## src/rtl/xentry_pkg.sv

```systemverilog
// Shared types for the L1-to-L2 request path: memory operation, scheduler
// state and requester identity.
package xentry_pkg;

    typedef enum logic {
        LOAD  = 1'b0,
        STORE = 1'b1
    } memory_operation_e;

    typedef enum logic [1:0] {
        ST_IDLE    = 2'd0,
        ST_ISSUE   = 2'd1,
        ST_RESPOND = 2'd2
    } sched_state_e;

    typedef enum logic {
        REQ_ICACHE = 1'b0,
        REQ_DCACHE = 1'b1
    } requester_e;

endpackage

```

## src/rtl/l2_req_watchdog.sv

```systemverilog
// Saturating cycle counter for an outstanding L2 request with a sticky
// timeout flag; only reset clears the flag.
module l2_req_watchdog #(
    parameter int unsigned TIMEOUT_CYCLES = 255
) (
    input  logic clk,
    input  logic reset,
    input  logic clear,
    input  logic count_en,
    output logic timeout_error
);

    localparam int CW = (TIMEOUT_CYCLES < 1) ? 1 : $clog2(TIMEOUT_CYCLES + 1);
    localparam logic [CW-1:0] LIMIT = CW'(TIMEOUT_CYCLES);

    logic [CW-1:0] count_reg;
    logic [CW-1:0] count_next;
    logic          timeout_reg;
    logic          timeout_next;

    always_comb begin
        count_next   = count_reg;
        timeout_next = timeout_reg;
        if (clear) begin
            count_next = '0;
        end else if (count_en) begin
            // Hold at the limit so a long stall never wraps back to zero.
            if (count_reg != LIMIT) begin
                count_next = count_reg + CW'(1);
            end
            if (count_next == LIMIT) begin
                timeout_next = 1'b1;
            end
        end
    end

    always_ff @(posedge clk) begin
        if (reset) begin
            count_reg   <= '0;
            timeout_reg <= 1'b0;
        end else begin
            count_reg   <= count_next;
            timeout_reg <= timeout_next;
        end
    end

    assign timeout_error = timeout_reg;

endmodule

```

## src/rtl/l1_to_l2_rr_scheduler.sv

```systemverilog
// Round-robin arbiter forwarding one icache or dcache request at a time to
// L2, returning the response to the granted requester as a one-cycle pulse.
module l1_to_l2_rr_scheduler
    import xentry_pkg::*;
#(
    parameter int          XLEN           = 32,
    parameter int unsigned TIMEOUT_CYCLES = 255
) (
    input  logic              clk,
    input  logic              reset,
    input  logic [XLEN-1:0]   icache_req_address,
    input  logic              icache_req_valid,
    output logic [XLEN-1:0]   icache_fetched_word,
    output logic              icache_req_fulfilled,
    input  logic [XLEN-1:0]   dcache_req_address,
    input  memory_operation_e dcache_req_type,
    input  logic              dcache_req_valid,
    input  logic [XLEN-1:0]   dcache_word_to_store,
    output logic [XLEN-1:0]   dcache_fetched_word,
    output logic              dcache_req_fulfilled,
    output logic [XLEN-1:0]   req_address,
    output memory_operation_e req_type,
    output logic              req_valid,
    output logic [XLEN-1:0]   word_to_store,
    input  logic [XLEN-1:0]   fetched_word,
    input  logic              req_fulfilled,
    output logic              timeout_error
);

    sched_state_e      state_reg,        state_next;
    requester_e        winner_reg,       winner_next;
    requester_e        last_granted_reg, last_granted_next;
    logic [XLEN-1:0]   addr_reg,         addr_next;
    memory_operation_e type_reg,         type_next;
    logic [XLEN-1:0]   store_reg,        store_next;
    logic [XLEN-1:0]   data_reg,         data_next;
    requester_e        grant;
    logic              any_valid;

    assign any_valid = icache_req_valid | dcache_req_valid;

    // On a tie the requester that was not served last wins.
    always_comb begin
        if (icache_req_valid && dcache_req_valid) begin
            grant = (last_granted_reg == REQ_DCACHE) ? REQ_ICACHE : REQ_DCACHE;
        end else if (icache_req_valid) begin
            grant = REQ_ICACHE;
        end else begin
            grant = REQ_DCACHE;
        end
    end

    always_comb begin
        state_next        = state_reg;
        winner_next       = winner_reg;
        last_granted_next = last_granted_reg;
        addr_next         = addr_reg;
        type_next         = type_reg;
        store_next        = store_reg;
        data_next         = data_reg;
        case (state_reg)
            ST_IDLE: begin
                if (any_valid) begin
                    state_next  = ST_ISSUE;
                    winner_next = grant;
                    if (grant == REQ_ICACHE) begin
                        addr_next  = icache_req_address;
                        type_next  = LOAD;
                        store_next = '0;
                    end else begin
                        addr_next  = dcache_req_address;
                        type_next  = dcache_req_type;
                        store_next = dcache_word_to_store;
                    end
                end
            end
            ST_ISSUE: begin
                if (req_fulfilled) begin
                    state_next        = ST_RESPOND;
                    data_next         = fetched_word;
                    last_granted_next = winner_reg;
                end
            end
            ST_RESPOND: begin
                state_next = ST_IDLE;
            end
            default: begin
                state_next = ST_IDLE;
            end
        endcase
    end

    always_ff @(posedge clk) begin
        if (reset) begin
            state_reg        <= ST_IDLE;
            winner_reg       <= REQ_ICACHE;
            last_granted_reg <= REQ_DCACHE;
            addr_reg         <= '0;
            type_reg         <= LOAD;
            store_reg        <= '0;
            data_reg         <= '0;
        end else begin
            state_reg        <= state_next;
            winner_reg       <= winner_next;
            last_granted_reg <= last_granted_next;
            addr_reg         <= addr_next;
            type_reg         <= type_next;
            store_reg        <= store_next;
            data_reg         <= data_next;
        end
    end

    // All outputs decode from registered state, so the L2 side only ever
    // sees the captured request, never live requester inputs.
    always_comb begin
        req_valid            = 1'b0;
        req_address          = '0;
        req_type             = LOAD;
        word_to_store        = '0;
        icache_req_fulfilled = 1'b0;
        icache_fetched_word  = '0;
        dcache_req_fulfilled = 1'b0;
        dcache_fetched_word  = '0;
        if (state_reg == ST_ISSUE) begin
            req_valid     = 1'b1;
            req_address   = addr_reg;
            req_type      = type_reg;
            word_to_store = store_reg;
        end
        if (state_reg == ST_RESPOND) begin
            if (winner_reg == REQ_ICACHE) begin
                icache_req_fulfilled = 1'b1;
                icache_fetched_word  = data_reg;
            end else begin
                dcache_req_fulfilled = 1'b1;
                dcache_fetched_word  = data_reg;
            end
        end
    end

    l2_req_watchdog #(
        .TIMEOUT_CYCLES(TIMEOUT_CYCLES)
    ) u_watchdog (
        .clk          (clk),
        .reset        (reset),
        .clear        ((state_reg == ST_IDLE) && any_valid),
        .count_en     (state_reg == ST_ISSUE),
        .timeout_error(timeout_error)
    );

endmodule

```

## config.mk

```make
export PLATFORM = sky130hd
export DESIGN_NAME = l1_to_l2_rr_scheduler
export DESIGN_NICKNAME = d
export VERILOG_FILES = /design/src/rtl/xentry_pkg.sv /design/src/rtl/l2_req_watchdog.sv /design/src/rtl/l1_to_l2_rr_scheduler.sv
export SDC_FILE = /design/constraint.sdc
export NUM_CORES = 1
export LEC_CHECK = 0
export ABC_AREA = 1
export BUFFER_PORTS_ARGS = -buffer_cell sky130_fd_sc_hd__buf_2
export CORE_ASPECT_RATIO = 0.9
export CORE_UTILIZATION = 45
export CTS_CLUSTER_SIZE = 16
export DETAILED_ROUTE_END_ITERATION = 10
export PLACE_DENSITY = 0.91
export SETUP_SLACK_MARGIN = 0.05
export SYNTH_ARGS = -nofsm -noshare
export SYNTH_HDL_FRONTEND = slang
export SYNTH_SLANG_ARGS = --single-unit
```

## constraint.sdc

```tcl
create_clock -name clk -period 1.6 [get_ports clk]
set_clock_uncertainty 0.2 [all_clocks]
set_input_delay 0.08 -clock clk [delete_from_list [all_inputs] [get_ports clk]]
set_output_delay 0.08 -clock clk [all_outputs]
set_load 0.05 [all_outputs]
```

==> results of run 1 <==
per-stage QoR:
step,TNS (ns),utilization (%),area (um^2),worst slack [ns]
floorplan,-11.24,-,5828,-0.1550
global placement,0,67.73,7413,0.02411
detailed placement,-0.04535,67.73,7413,-0.04535
CTS,-23.47,93.87,10270,-0.2167
kinds of logic after synthesis:
family	Yosys count	share of synthesized area, %
buf+inv	205	16.25
compound gates	183	22.83
flops	110	43.21
fa+ha+maj	1	0.2455
simple gates	222	17.46
cell usage after synthesis (4+ instances only):
library cell               instances
sky130_fd_sc_hd__inv_1           153
sky130_fd_sc_hd__dfxtp_1         110
sky130_fd_sc_hd__inv_2             4
sky130_fd_sc_hd__nand2_1          26
sky130_fd_sc_hd__o32ai_1          32
sky130_fd_sc_hd__nor2_1          180
sky130_fd_sc_hd__clkbuf_1         16
sky130_fd_sc_hd__o22ai_2           9
sky130_fd_sc_hd__o22ai_1          24
sky130_fd_sc_hd__o21ai_0          73
sky130_fd_sc_hd__buf_1             6
sky130_fd_sc_hd__nand3_1           8
sky130_fd_sc_hd__buf_2            17
sky130_fd_sc_hd__a21oi_1          38
timing repair:
item | 4_1_cts
buffers inserted | 7
pin swaps | 14
cloned | 6
resized for setup | 329
hold buffers | 131
endpoints found under the hold margin | 99
endpoints found under the setup margin | 175
==> impl_results.md, run 1 <==
* Part of the Yosys area used for sequential elements at 43.21%
* # clock sinks at 110
* Placed insts at 1,126
* Root Buffer Master: sky130_fd_sc_hd__clkbuf_16
* Die height at 103.0 um
* RD Place Congestion at 0.8953
* Share of flip-flops with an asynchronous set or reset at 0%
* Number of buffers created by CTS at 9
* Post-Synthesis Net Count at 856
* # port buffers at 266
* Stage reached: 5_1_grt
* Number of H-tree levels at 3
* Warnings from Yosys at 0
* Maximum number of pins on one net before global-route repair at 35
* Avg Synthesized Cell Area at 7.068 um^2
* DP HPWL at 11.53 mm
* First Error: [ERROR DPL-0038] Utilization greater than 100%, impossible to legalize
* Row cnt at 36
* Starting density of the core at 46.56%
* Number of flops mapped to enable cells by yosys at 0
* Clock tree buffer depth at 2
* Count of different cell masters after synthesis at 29
* Pin category terminating the worst setup path after the last repair: output port
* I/O pin count at 267
* Die width at 114.2 um
* Flip-flop and latch count after synthesis at 110
* Mapped Area at 5096 um^2
* Primary FF master, synth: sky130_fd_sc_hd__dfxtp_1
* Leading post-synthesis cells by cell area: sky130_fd_sc_hd__dfxtp_1 43%, sky130_fd_sc_hd__nor2_1 13%, sky130_fd_sc_hd__inv_1 11%, sky130_fd_sc_hd__o21ai_0 7.2%, sky130_fd_sc_hd__o32ai_1 5.5%
* Syn Inst Count at 721
* Grt repair worst endpoint: icache_fetched_word[17]
* Portion of synthesized cell area occupied by the leading cell type at 43.21%
* Cell type with the highest aggregate area in the netlist: sky130_fd_sc_hd__dfxtp_1
* Result of the run: stopped before the end
==> inputs of run 2 (changes only) <==
- CORE_ASPECT_RATIO: 0.9 -> unset
- CORE_UTILIZATION: 45 -> 30
- CTS_CLUSTER_SIZE: 16 -> unset
- PLACE_DENSITY: 0.91 -> unset
- PLACE_DENSITY_LB_ADDON: unset -> 0.15
- SETUP_SLACK_MARGIN: 0.05 -> unset
==> run 2 against run 1 <==
  * The flow now finishes, with violations (setup timing)
  * Synthesized area is the same
  * Synthesized cell count stayed put
==> impl_results.md, run 2 <==
* Count of final setup violators at 131
* Avg Synthesized Cell Area at 7.068 um^2 (unchanged)
* Critical path endpoint category: primary output
* Post-Synthesis Net Count at 856 (unchanged)
* Total negative slack for setup checks at -18.97 ns
* Worst min-delay path class: in2reg
* Startpoint of the worst setup timing path: state_reg[1]$_SDFFE_PP0P_
* Startpoint of the worst register-to-register path: u_watchdog.count_reg[1]$_SDFFE_PP0P_
* Critical path type: reg2out
* Syn Inst Count at 721 (unchanged)
* Row cnt at 47 (+31%)
* Warnings from Yosys at 0 (unchanged)
* Pins over their slew limit at 0
* Die Area at 17,510 um^2
* Worst Max-Slew Pin Slew at 0.3122 ns
* Leading post-synthesis cells by cell area: sky130_fd_sc_hd__dfxtp_1 43%, sky130_fd_sc_hd__nor2_1 13%, sky130_fd_sc_hd__inv_1 11%, sky130_fd_sc_hd__o21ai_0 7.2%, sky130_fd_sc_hd__o32ai_1 5.5%
* Primary FF master, synth: sky130_fd_sc_hd__dfxtp_1
* Layout area overhead at 96.64%
* Initial antenna violation count at 0
* Total Routed Length at 19.00 mm
* Die width at 132.3 um (+16%)
* Part of the Yosys area used for sequential elements at 43.21% (unchanged)
* Fraction of final layout cells sized beyond drive strength 1 at 38.93%
* Latest clock arrival within the worst-skew pair at 0.35 ns
* Via count of the first global-routing pass at 6,012
* Wire length per cell at 13.99 um
* Unrepaired setup endpoints after global routing: true
* Portion of synthesized cell area occupied by the leading cell type at 43.21% (unchanged)
* Post-route worst setup slack at -0.2462 ns
* List of most frequent post-synthesis cells: 180 x sky130_fd_sc_hd__nor2_1, 153 x sky130_fd_sc_hd__inv_1, 110 x sky130_fd_sc_hd__dfxtp_1
* Total number of vias at 6,275
* Starting density of the core at 30.73% (-16 points)
* Cell type with the highest aggregate area in the netlist: sky130_fd_sc_hd__dfxtp_1
* DP HPWL at 10.89 mm (-5.5%)
* Final period utilization at 115.4%
* Clock tree buffer depth at 2 (unchanged)
* Worst path required time at 1.32 ns
* Setup crit start kind: flip-flop
* Total power at 0.007270 W
* Combined global-route utilization of all metal layers at 20.51%
* I/O pin count at 267 (unchanged)
* Maximum number of pins on one net before global-route repair at 46
* Wire length of the first global-routing pass at 29.21 mm
* Most used standard cell by instance count after synthesis: sky130_fd_sc_hd__nor2_1
* Result of the run: complete, but fails checks
* Power per unit of standard cell area at 725.5 nW/um^2
* Mapped Area at 5096 um^2 (unchanged)
* RD Place Congestion at 0.7996 (-11%)
* Worst IR Drop VDD at 0.6507 mV
* Post-detailed-route via-to-cell ratio at 4.621
* Max Clock Freq at 0.5417 GHz
* CTS tree: yes
* Final Net Count at 1,268
* Min cycle time layout at 1.846 ns
* Core region area at 16,580 um^2
* Flip-flop and latch count after synthesis at 110 (unchanged)
* # port buffers at 266 (unchanged)
* Violated checks: setup timing
* Crit-path max FO at 11
* Number of flops mapped to enable cells by yosys at 0 (unchanged)
* Worst endpoint data arrival time at 1.57 ns
* Root Buffer Master: sky130_fd_sc_hd__clkbuf_16
* Most used cells in the layout excluding fill and tap cells: 147 x sky130_fd_sc_hd__inv_1, 134 x sky130_fd_sc_hd__buf_2, 133 x sky130_fd_sc_hd__dlygate4sd3_1, 111 x sky130_fd_sc_hd__nor2_1, 107 x sky130_fd_sc_hd__dfxtp_1
* Count of different cell masters after synthesis at 29 (unchanged)
* Number of DRC violations after detailed-routing iteration 0 at 310
* DRT antenna net count at 0
* Commonest non-fill, non-tap cell in the layout: sky130_fd_sc_hd__inv_1
* Slew Limit Headroom at 79.19%
* Number of buffers created by CTS at 9 (unchanged)
* Max-cap check violation count at 0
* Final hold vios at 0
* Number of detailed-routing iterations run before antenna repair at 7
* Pleak at 4.316 nW
* Number of antenna repair diodes at 0
* Clock-pin transition on the worst setup and hold timing paths at 0.07 ns
* Number of H-tree levels at 3 (unchanged)
* Total DRC errors in the routed layout at 0
* Grt total ovfl at 0
* Share of flip-flops with an asynchronous set or reset at 0% (unchanged)
* Hold wc startpoint: icache_req_valid
* Worst hold slack at 0.1913 ns
* # clock sinks at 110 (unchanged)
* Die height at 132.3 um (+29%)
run 2: cell counts after synthesis:
Identical to the previous run, type by type.
run 2: cell families after synthesis:
family / synth area share, %
simple gates: 17.46
buf+inv: 16.25
compound gates: 22.83
flops: 43.21
fa+ha+maj: 0.2455
run 2: final cells by class:
type | instances | area [um^2]
Multi-Input combinational cell | 406 | 2646
Clock buffer | 12 | 246.5
Tap cell | 220 | 275.3
Timing Repair Buffer | 449 | 3985
Clock inverter | 4 | 55.05
Fill cell | 1381 | 6563
Sequential cell | 110 | 2206
Inverter | 157 | 606.8
run 2: worst paths after layout:
check / to / slack [ns] / cells after the start
setup / recovery: icache_fetched_word[10] / -0.25 / 8
hold / removal: addr_reg[14]$_SDFFE_PP0P_ / 0.19 / 6
setup reg to reg: u_watchdog.timeout_error$_SDFFE_PP0P_ / 0.05 / 9
hold reg to reg: u_watchdog.timeout_error$_SDFFE_PP0P_ / 0.26 / 2
run 2: through the flow:
stage                     cells  area, um^2  util [%]  setup slack, ns
after floorplan             721        5715         -          -0.1550
after global placement     1191        7358     44.37          0.01900
after detailed placement   1191        7358     44.37          0.01124
after CTS                  1343        9649     58.19          -0.2360
after global routing       1358       10020     60.43          -0.3391
final                      1358       10020     60.43          -0.2462
run 2: critical path, cell delays in order, from the launching register on:
cell and delay, ns:
sky130_fd_sc_hd__dfxtp_2 0.33, sky130_fd_sc_hd__inv_2 0.04, sky130_fd_sc_hd__nor2_2 0.10, sky130_fd_sc_hd__inv_2 0.06, sky130_fd_sc_hd__nor2_4 0.13, sky130_fd_sc_hd__inv_6 0.09
sky130_fd_sc_hd__buf_12 0.17, sky130_fd_sc_hd__nor2_4 0.14, sky130_fd_sc_hd__buf_8 0.16
run 2: what timing repair did:
action / 4_1_cts / 5_1_grt
setup endpoints to repair: 132 / 164
hold buffers: 133 / 0
gates cloned: 0 / 6
hold endpoints to repair: 99 / 0
pin swaps: 2 / 12
setup buffers: 3 / 9
gates resized for setup: 214 / 47
run 2: routing by layer:
layer	vias up	wire length (um)	track usage (%)	part of all wire, %
met2	281	9125	35.03	48
met5	-	0	0	0
li1	3103	-	-	-
met1	2850	8123	24.87	43
met4	0	473	8.940	2.5
met3	41	1278	4.152	6.7
run 2: where the power goes:
group          internal [W]  total, W  switching [W]
clock               0.00127   0.00231        0.00104
sequential          0.00295   0.00302      0.0000673
combinational      0.000840   0.00194        0.00110
(Power assumes the default switching activity.)
